## src/rtl/game_pkt_pkg.sv

```systemverilog
// Shared frame layout, field widths and decoder state encoding for the
// opponent-position link; the transmit block builds frames from the same constants.
package game_pkt_pkg;

    localparam logic [15:0] ETHERTYPE_DEF = 16'h88B5;
    localparam logic [7:0]  MAGIC_DEF     = 8'hA5;

    localparam int IDX_W   = 5;
    localparam int COORD_W = 11;
    localparam int DIR_W   = 9;
    localparam int STAT_W  = 8;

    localparam logic [DIR_W-1:0] DIR_MAX_DEF = 9'd359;

    localparam logic [IDX_W-1:0] OFF_TYPE_HI = 5'd12;
    localparam logic [IDX_W-1:0] OFF_TYPE_LO = 5'd13;
    localparam logic [IDX_W-1:0] OFF_MAGIC   = 5'd14;
    localparam logic [IDX_W-1:0] OFF_X_HI    = 5'd15;
    localparam logic [IDX_W-1:0] OFF_X_LO    = 5'd16;
    localparam logic [IDX_W-1:0] OFF_Y_HI    = 5'd17;
    localparam logic [IDX_W-1:0] OFF_Y_LO    = 5'd18;
    localparam logic [IDX_W-1:0] OFF_DIR_HI  = 5'd19;
    localparam logic [IDX_W-1:0] OFF_DIR_LO  = 5'd20;
    localparam logic [IDX_W-1:0] OFF_STAT    = 5'd21;
    localparam logic [IDX_W-1:0] OFF_CSUM    = 5'd22;
    localparam logic [IDX_W-1:0] IDX_MAX     = 5'd31;

    localparam logic [1:0] ST_HDR     = 2'd0;
    localparam logic [1:0] ST_PAYLOAD = 2'd1;
    localparam logic [1:0] ST_DRAIN   = 2'd2;

    // Coordinates travel as two bytes; only the low COORD_W bits are meaningful.
    function automatic logic [COORD_W-1:0] join_coord(input logic [COORD_W-9:0] hi,
                                                      input logic [7:0] lo);
        return {hi, lo};
    endfunction

endpackage

```

## src/rtl/game_pkt_decoder.sv

```systemverilog
// Decodes opponent state frames from the receive byte stream and publishes
// each validated frame atomically on opp_*, counting rejected game frames.
module game_pkt_decoder
    import game_pkt_pkg::*;
#(
    parameter logic [15:0]      ETHERTYPE = ETHERTYPE_DEF,
    parameter logic [7:0]       MAGIC     = MAGIC_DEF,
    parameter logic [DIR_W-1:0] DIR_MAX   = DIR_MAX_DEF
) (
    input  logic               eth_clk,
    input  logic               eth_rst,
    input  logic               axiiv,
    input  logic [7:0]         axiid,
    input  logic               axiilast,
    input  logic               crc_ok,
    output logic [COORD_W-1:0] opp_x,
    output logic [COORD_W-1:0] opp_y,
    output logic [DIR_W-1:0]   opp_dir,
    output logic [STAT_W-1:0]  opp_stat,
    output logic               update,
    output logic [7:0]         drop_count
);

    logic [1:0]         state;
    logic [IDX_W-1:0]   idx;
    logic               type_ok;
    logic               pass_ok;

    logic [7:0]         type_hi;
    logic [7:0]         xor_acc;
    logic [COORD_W-9:0] field_hi;
    logic               magic_ok;
    logic [COORD_W-1:0] x_sh;
    logic [COORD_W-1:0] y_sh;
    logic [DIR_W-1:0]   dir_sh;
    logic [STAT_W-1:0]  stat_sh;

    logic type_match;
    logic at_chk;
    logic frame_ok;
    logic type_seen;
    logic frame_end;
    logic accept;
    logic reject;

    // A frame ending exactly on the checksum byte is judged from the live byte.
    assign type_match = ({type_hi, axiid} == ETHERTYPE);
    assign at_chk     = (state == ST_PAYLOAD) && (idx == OFF_CSUM);
    assign frame_ok   = at_chk ? (magic_ok && (xor_acc == axiid) && (dir_sh <= DIR_MAX))
                               : pass_ok;
    assign type_seen  = ((state == ST_HDR) && (idx == OFF_TYPE_LO) && type_match) ||
                        ((state != ST_HDR) && type_ok);
    assign frame_end  = axiiv && axiilast;
    assign accept     = frame_end && frame_ok && crc_ok;
    assign reject     = frame_end && type_seen && !(frame_ok && crc_ok);

    always_ff @(posedge eth_clk) begin
        update <= 1'b0;
        if (eth_rst) begin
            state      <= ST_HDR;
            idx        <= '0;
            type_ok    <= 1'b0;
            pass_ok    <= 1'b0;
            opp_x      <= '0;
            opp_y      <= '0;
            opp_dir    <= '0;
            opp_stat   <= '0;
            drop_count <= '0;
        end else if (axiiv) begin
            if (axiilast) begin
                idx     <= '0;
                state   <= ST_HDR;
                type_ok <= 1'b0;
                pass_ok <= 1'b0;
                if (accept) begin
                    opp_x    <= x_sh;
                    opp_y    <= y_sh;
                    opp_dir  <= dir_sh;
                    opp_stat <= stat_sh;
                    update   <= 1'b1;
                end
                if (reject && (drop_count != 8'hFF)) begin
                    drop_count <= drop_count + 8'd1;
                end
            end else begin
                if (idx != IDX_MAX) begin
                    idx <= idx + 5'd1;
                end
                case (state)
                    ST_HDR: begin
                        if (idx == OFF_TYPE_LO) begin
                            state   <= type_match ? ST_PAYLOAD : ST_DRAIN;
                            type_ok <= type_match;
                        end
                    end
                    ST_PAYLOAD: begin
                        if (at_chk) begin
                            state   <= ST_DRAIN;
                            pass_ok <= frame_ok;
                        end
                    end
                    default: ;
                endcase
            end
        end
    end

    // Shadow capture; opp_* only ever loads a complete, checked set of these.
    always_ff @(posedge eth_clk) begin
        if (axiiv) begin
            if ((state == ST_HDR) && (idx == OFF_TYPE_HI)) begin
                type_hi <= axiid;
            end
            if (state == ST_PAYLOAD) begin
                if (idx == OFF_MAGIC) begin
                    xor_acc  <= axiid;
                    magic_ok <= (axiid == MAGIC);
                end else if (idx < OFF_CSUM) begin
                    xor_acc <= xor_acc ^ axiid;
                end
                case (idx)
                    OFF_X_HI, OFF_Y_HI, OFF_DIR_HI: field_hi <= axiid[COORD_W-9:0];
                    OFF_X_LO:   x_sh    <= join_coord(field_hi, axiid);
                    OFF_Y_LO:   y_sh    <= join_coord(field_hi, axiid);
                    OFF_DIR_LO: dir_sh  <= {field_hi[0], axiid};
                    OFF_STAT:   stat_sh <= axiid;
                    default: ;
                endcase
            end
        end
    end

endmodule
```

## config.mk

```make
export PLATFORM = sky130hd
export DESIGN_NAME = game_pkt_decoder
export DESIGN_NICKNAME = d
export VERILOG_FILES = /design/src/rtl/game_pkt_pkg.sv /design/src/rtl/game_pkt_decoder.sv
export SDC_FILE = /design/constraint.sdc
export NUM_CORES = 1
export LEC_CHECK = 0
export BUFFER_PORTS_ARGS = -buffer_cell sky130_fd_sc_hd__clkbuf_2
export CAP_MARGIN = 20
export CORE_ASPECT_RATIO = 1.5
export CORE_MARGIN = 5
export CORE_UTILIZATION = 55
export DETAILED_ROUTE_END_ITERATION = 7
export PLACE_DENSITY = 0.77
export SYNTH_ARGS = -nofsm -noshare
export SYNTH_HDL_FRONTEND = slang
export SYNTH_SLANG_ARGS = --single-unit
```

## constraint.sdc

```tcl
create_clock -name eth_clk -period 6.65 [get_ports eth_clk]
set_input_delay 0.665 -clock eth_clk [delete_from_list [all_inputs] [get_ports eth_clk]]
set_output_delay 0.665 -clock eth_clk [all_outputs]
set_load 0.05 [all_outputs]
```

# == After elaboration in Yosys (flattened, before gate mapping) ==
# Index checks and enable logic that the tools add are counted.
# Widths: inputs -> output; s select.
# op_classes
n_reduce_logical,41
n_eq_ne,19
bitwise_logic,3
mux,17
magnitude_cmp,2
n_addsub,2
# op_table
op,n
$eq 5x5->1 const B,7
$reduce_and 3->1,11
$eq 5x4->1 const B,4
$eq 16x16->1 const B,1
$mux 8,2
$logic_and 1x1->1,14
$reduce_bool 2->1,7
$mux 5,2
$le 9x9->1 const B,1
$add 8x1->8 const B,1
$eq 8x8->1,1
$eq 8x8->1 const B,1
$mux 1,8
$mux 2,4
$ne 8x8->1 const B,1
$xor 8x8->8,1
$ne 3x3->1 const B,2
$reduce_or 3->1,2
$add 5x1->5 const B,1
$lt 5x5->1 const B,1
$ne 5x5->1 const B,1
$pmux 2 s2,1
$reduce_and 2->1,2
$reduce_and 4->1,1
6 further kinds,7
# totals
input_bits,13
wordCells,102
register_bits,116

# == Depth between registers and ports, before layout ==
# logic_depth
depth_word,9
mapped_depth,9

# == Worst setup path before layout ==
# Ideal clock, no wire load.
# synth_timing
kind,input -> register
startpoint,input axiid[1]
endpoint,register opp_dir[0]
slack_ns,4.456
setup_time_ns,0.125
arrival_ns,2.069
path_stages,7
cell_sequence,xor2_1 nor4_2 nand4_2 a211oi_4 buf_8 mux2i_1 nor2_1
# synth_between
elab_chain_cells,7
# synth_rtl
element,line,rtl
start: declaration,game_pkt_decoder.sv:13,"input logic [7:0] axiid,"
$eq 8x8->1,game_pkt_decoder.sv:49,assign frame_ok = at_chk ? (magic_ok && (xor_acc == axiid) && (dir_sh <= DIR_MAX))
$logic_and 1x1->1 (2 in series),game_pkt_decoder.sv:49,
$mux 1,game_pkt_decoder.sv:49,
$logic_and 1x1->1 (2 in series),game_pkt_decoder.sv:54,assign accept = frame_end && frame_ok && crc_ok;
$reduce_and 3->1 (no line),n/a,
end signal: assignment,game_pkt_decoder.sv:78,opp_dir <= dir_sh;
end: declaration,game_pkt_decoder.sv:18,"output logic [DIR_W-1:0] opp_dir,"
# No other way between the ends.
# A chain may end at the register's enable or synchronous reset.

# == Worst setup path after layout ==
# layout_timing
startpoint,register idx[0]
endpoint,register opp_y[7]
# layout_between
elab_chain_cells,6
# layout_rtl
element,line,rtl
start: declaration,game_pkt_decoder.sv:25,logic [IDX_W-1:0] idx;
start signal: assignment,game_pkt_decoder.sv:87,idx <= idx + 5'd1;
$eq 5x5->1,game_pkt_decoder.sv:48,assign at_chk = (state == ST_PAYLOAD) && (idx == OFF_CSUM);
$logic_and 1x1->1,game_pkt_decoder.sv:48,
$mux 1,game_pkt_decoder.sv:49,
$logic_and 1x1->1 (2 in series),game_pkt_decoder.sv:54,
$reduce_and 3->1 (no line),n/a,
end signal: assignment,game_pkt_decoder.sv:77,opp_y <= y_sh;
end: declaration,game_pkt_decoder.sv:17,"output logic [COORD_W-1:0] opp_y,"
# No other way between the ends.

==> impl_metrics.csv <==
group,metric,value,unit
detailed_routing,drt-wirelength-per-cell,16.8,um
worst_setup_path,crit_chain,"inv_1 > ha_1 > nand4b_2 > nor4_2 > nand4_2 > a211oi_4 > buf_4 > mux2i_1 > nor2_1",
timing,drv_slew,0,
clocking,ctsResizeCount,0,
detailed_routing,firstDrtPassIters,4,
timing,slew_headroom,0.456,
timing,worst_pin_slew,0.815,ns
worst_setup_path,cpMaxStageDelayCell,"a211oi_4",
synth,synth_compound_area_frac,0.0513,
global_route,grt_pass1_vias,2979,
synth,muxShareOfSynthArea,0.0877,
placement,dpl_cell_area,4880,um^2
detailed_routing,drc,0,
synth,synth-xor-area-share,0.0326,
clocking,insertion_delay,0.41,ns
detailed_routing,wl_met3,547,um
global_route,grt_pass1_wl,14900,um
job,cap_violations,0,
synth,synthCells,360,
clocking,cts_inserted_buffers,17,
synth,synth_edf_count,59,
run_status,status,"finished clean",
power,clkPwrFrac,0.515,
clocking,cts_setup_buffers,0,
detailed_routing,route.met2.wl,4860,um
global_route,antenna_found_initial,0,
placement,place_hpwl,6290,um
worst_setup_path,cp_top_family,"simple AND/OR/NAND/NOR gates",
worst_setup_path,worstPathArrival,3.22,ns
timing,clock-skew-final,0.00762,ns
power,swShare,0.192,
worst_setup_path,cpPeakStageDelay,0.60,ns
synth,syn_nets,379,
worst_setup_path,start_kind,"flop",
clocking,cts_max_path_buffers,2,
synth,synth_top_family_by_area,"simple AND/OR/NAND/NOR gates",
synth,synthArstFlopShare,0,
die,die_h,122,um
synth,synth_seq_cells,116,
timing,hold_viol,0,
finish,instances_no_fill,546,
worst_setup_path,required,6.94,ns
global_route,grt_max_degree,58,
clocking,cts_tree,"built",
synth,ys.flop_type,"edfxtp_1",
placement,io_buffers,60,
clocking,cts_root_buf,"clkbuf_16",
timing,fin_setup_tns,0,ns
finish,final_layout_size_suffix_gt1_frac,0.222,
detailed_routing,initialDrtViolationCount,172,
global_route,overflow,0,
detailed_routing,dr.max_layer_used,"met4",
clocking,cts.sinks,116,
worst_setup_path,critPathMaxFanout,22,
detailed_routing,vias_per_cell,5.41,
finish,layout_commonest_cell,"clkbuf_2",
timing,setup_violations,0,
die,pin_count,61,
global_route,grt_usage,0.191,
finish,final_cell_mix,"clkbuf_2 (60), edfxtp_1 (59), dfxtp_1 (57)",
synth,yosysSeqAreaShare,0.638,
clocking,cts_max_level,4,
die,dieArea,10300,um^2
power,leakage,2.06,nW
synth,ys_warn_count,0,
synth,yosys.cell_types.count,44,
die,die_w,84.4,um
worst_setup_path,reg2reg_setup_slack,3.72,ns
die,rows,40,
timing,min_period,2.93,ns
finish,n_antenna_cell,0,
placement,dp.cells,513,
die,initial_core_util,0.566,
worst_setup_path,crit_type,"reg2reg",
detailed_routing,vias,2956,
clocking,ctsHoldBuffers,0,
synth,synth_area_per_cell,12.7,um^2
timing,min_period_over_period,0.440,
power,seqPwrFrac,0.461,
detailed_routing,met1_length,3570,um
synth,synthSimpleGateAreaFrac,0.139,
power,power_density,299,nW/um^2
clocking,clkSlewWorstSetupHoldPaths,0.05,ns
power,p_total,0.00164,W
synth,synth_fa_ha_area_frac,0.0164,
synth,synth_area,4560,um^2
placement,gp_congestion,0.849,
worst_setup_path,end_kind,"flop",
die,core,8060,um^2
timing,hold_ws,0.459,ns
finish,final_cell_area,5470,um^2
finish,area_delta_synth_final,19.9,%
power,ir_worst_vdd,0.221,mV
detailed_routing,finalWirelength,9160,um
power,combPwrFrac,0.023,
worst_hold_path,hold_class,"reg2reg",
power,p_sw,0.000315,W
timing,rsz0062_at_grt,"false",
finish,layout.nets,447,
power,intPower,0.00132,W
timing,fmax,0.342,GHz
detailed_routing,antenna_left,0,
worst_setup_path,cp.buffers_inverters,2,
-- worst register-to-register path, delay by kind of cell, from the launching register on --
kind	cells	cell delay [ns]
compound gates	1	0.60
fa+ha+maj	1	0.25
buf+inv	2	0.59
flops	1	0.33
mux	1	0.28
simple gates	4	0.75
-- synthesized netlist by cell type, types with 5 or more instances --
cell      number  area [um^2]
dfxtp_1       57         1140
nor3_1         7         35.0
or3_1          6         37.5
xor2_1         6         52.6
ha_1           6         75.1
buf_8          5         75.1
xnor2_1       11         96.3
a21oi_1       13         65.1
mux2i_1       40          400
edfxtp_1      59         1770
nor2_1        56          210
inv_1          7         26.3
o21ai_0       13         65.1
nand2_1       19         71.3
-- flip-flops by register name (all words and copies together) (netlist names), 2 cells and up --
| name | count |
|---|---|
| stat_sh | 8 |
| opp_y | 11 |
| opp_dir | 9 |
| state | 2 |
| opp_stat | 8 |
| x_sh | 11 |
| xor_acc | 8 |
| drop_count | 8 |
| opp_x | 11 |
| idx | 5 |
| type_hi | 8 |
| dir_sh | 9 |
| y_sh | 11 |
| field_hi | 3 |
-- per-layer routing --
layer	vias up	GRT usage
li1	1410	-
met4	0	0.0832
met2	91	0.331
met5	-	0
met3	19	0.0710
met1	1436	0.211
-- through the flow --
| stage | setup WS [ns] | util |
|---|---|---|
| global placement | 3.08 | 0.604 |
| finish | 3.72 | 0.679 |
| global route | 3.54 | 0.679 |
| floorplan | 4.46 | - |
| CTS | 3.67 | 0.677 |
| detailed placement | 3.49 | 0.606 |
-- path summary, 6_finish.rpt --
| kind | cells after the start | startpoint | end |
|---|---|---|---|
| hold / removal | 0 | field_hi[1] | y_sh[9] |
| hold reg to reg | 0 | field_hi[1] | y_sh[9] |
| setup reg to reg | 9 | idx[0] | opp_y[7] |
| setup / recovery | 9 | idx[0] | opp_y[7] |
-- cells by family after synthesis --
group / after synthesis
xor gates and xnor gates: 17
DFF: 116
and+or+nand+nor: 124
adders and majority gates: 6
muxes: 40
buffers and inverters: 21
AOI/OAI and AO/OA: 36
-- area by class of cell --
cell class                      instances  area (um^2)
Multi-Input combinational cell        223         1490
Tap cell                              105          131
Sequential cell                       116         2910
Clock buffer                           29          553
Inverter                                7         26.3
Fill cell                             588         2580
Timing Repair Buffer                   63          343
Clock inverter                          3         15.0
-- power groups by stage --
stage | Clock [W] | Sequential (W) | Combinational, W
after floorplan | 0 | 0.000770 | 0.0000216
after global placement | 0 | 0.000770 | 0.0000356
after detailed placement | 0 | 0.000770 | 0.0000368
after CTS | 0.000853 | 0.000756 | 0.0000371
after global routing | 0.000900 | 0.000756 | 0.0000419
final | 0.000844 | 0.000756 | 0.0000382
Note: power is estimated with default switching activity, not from simulation.
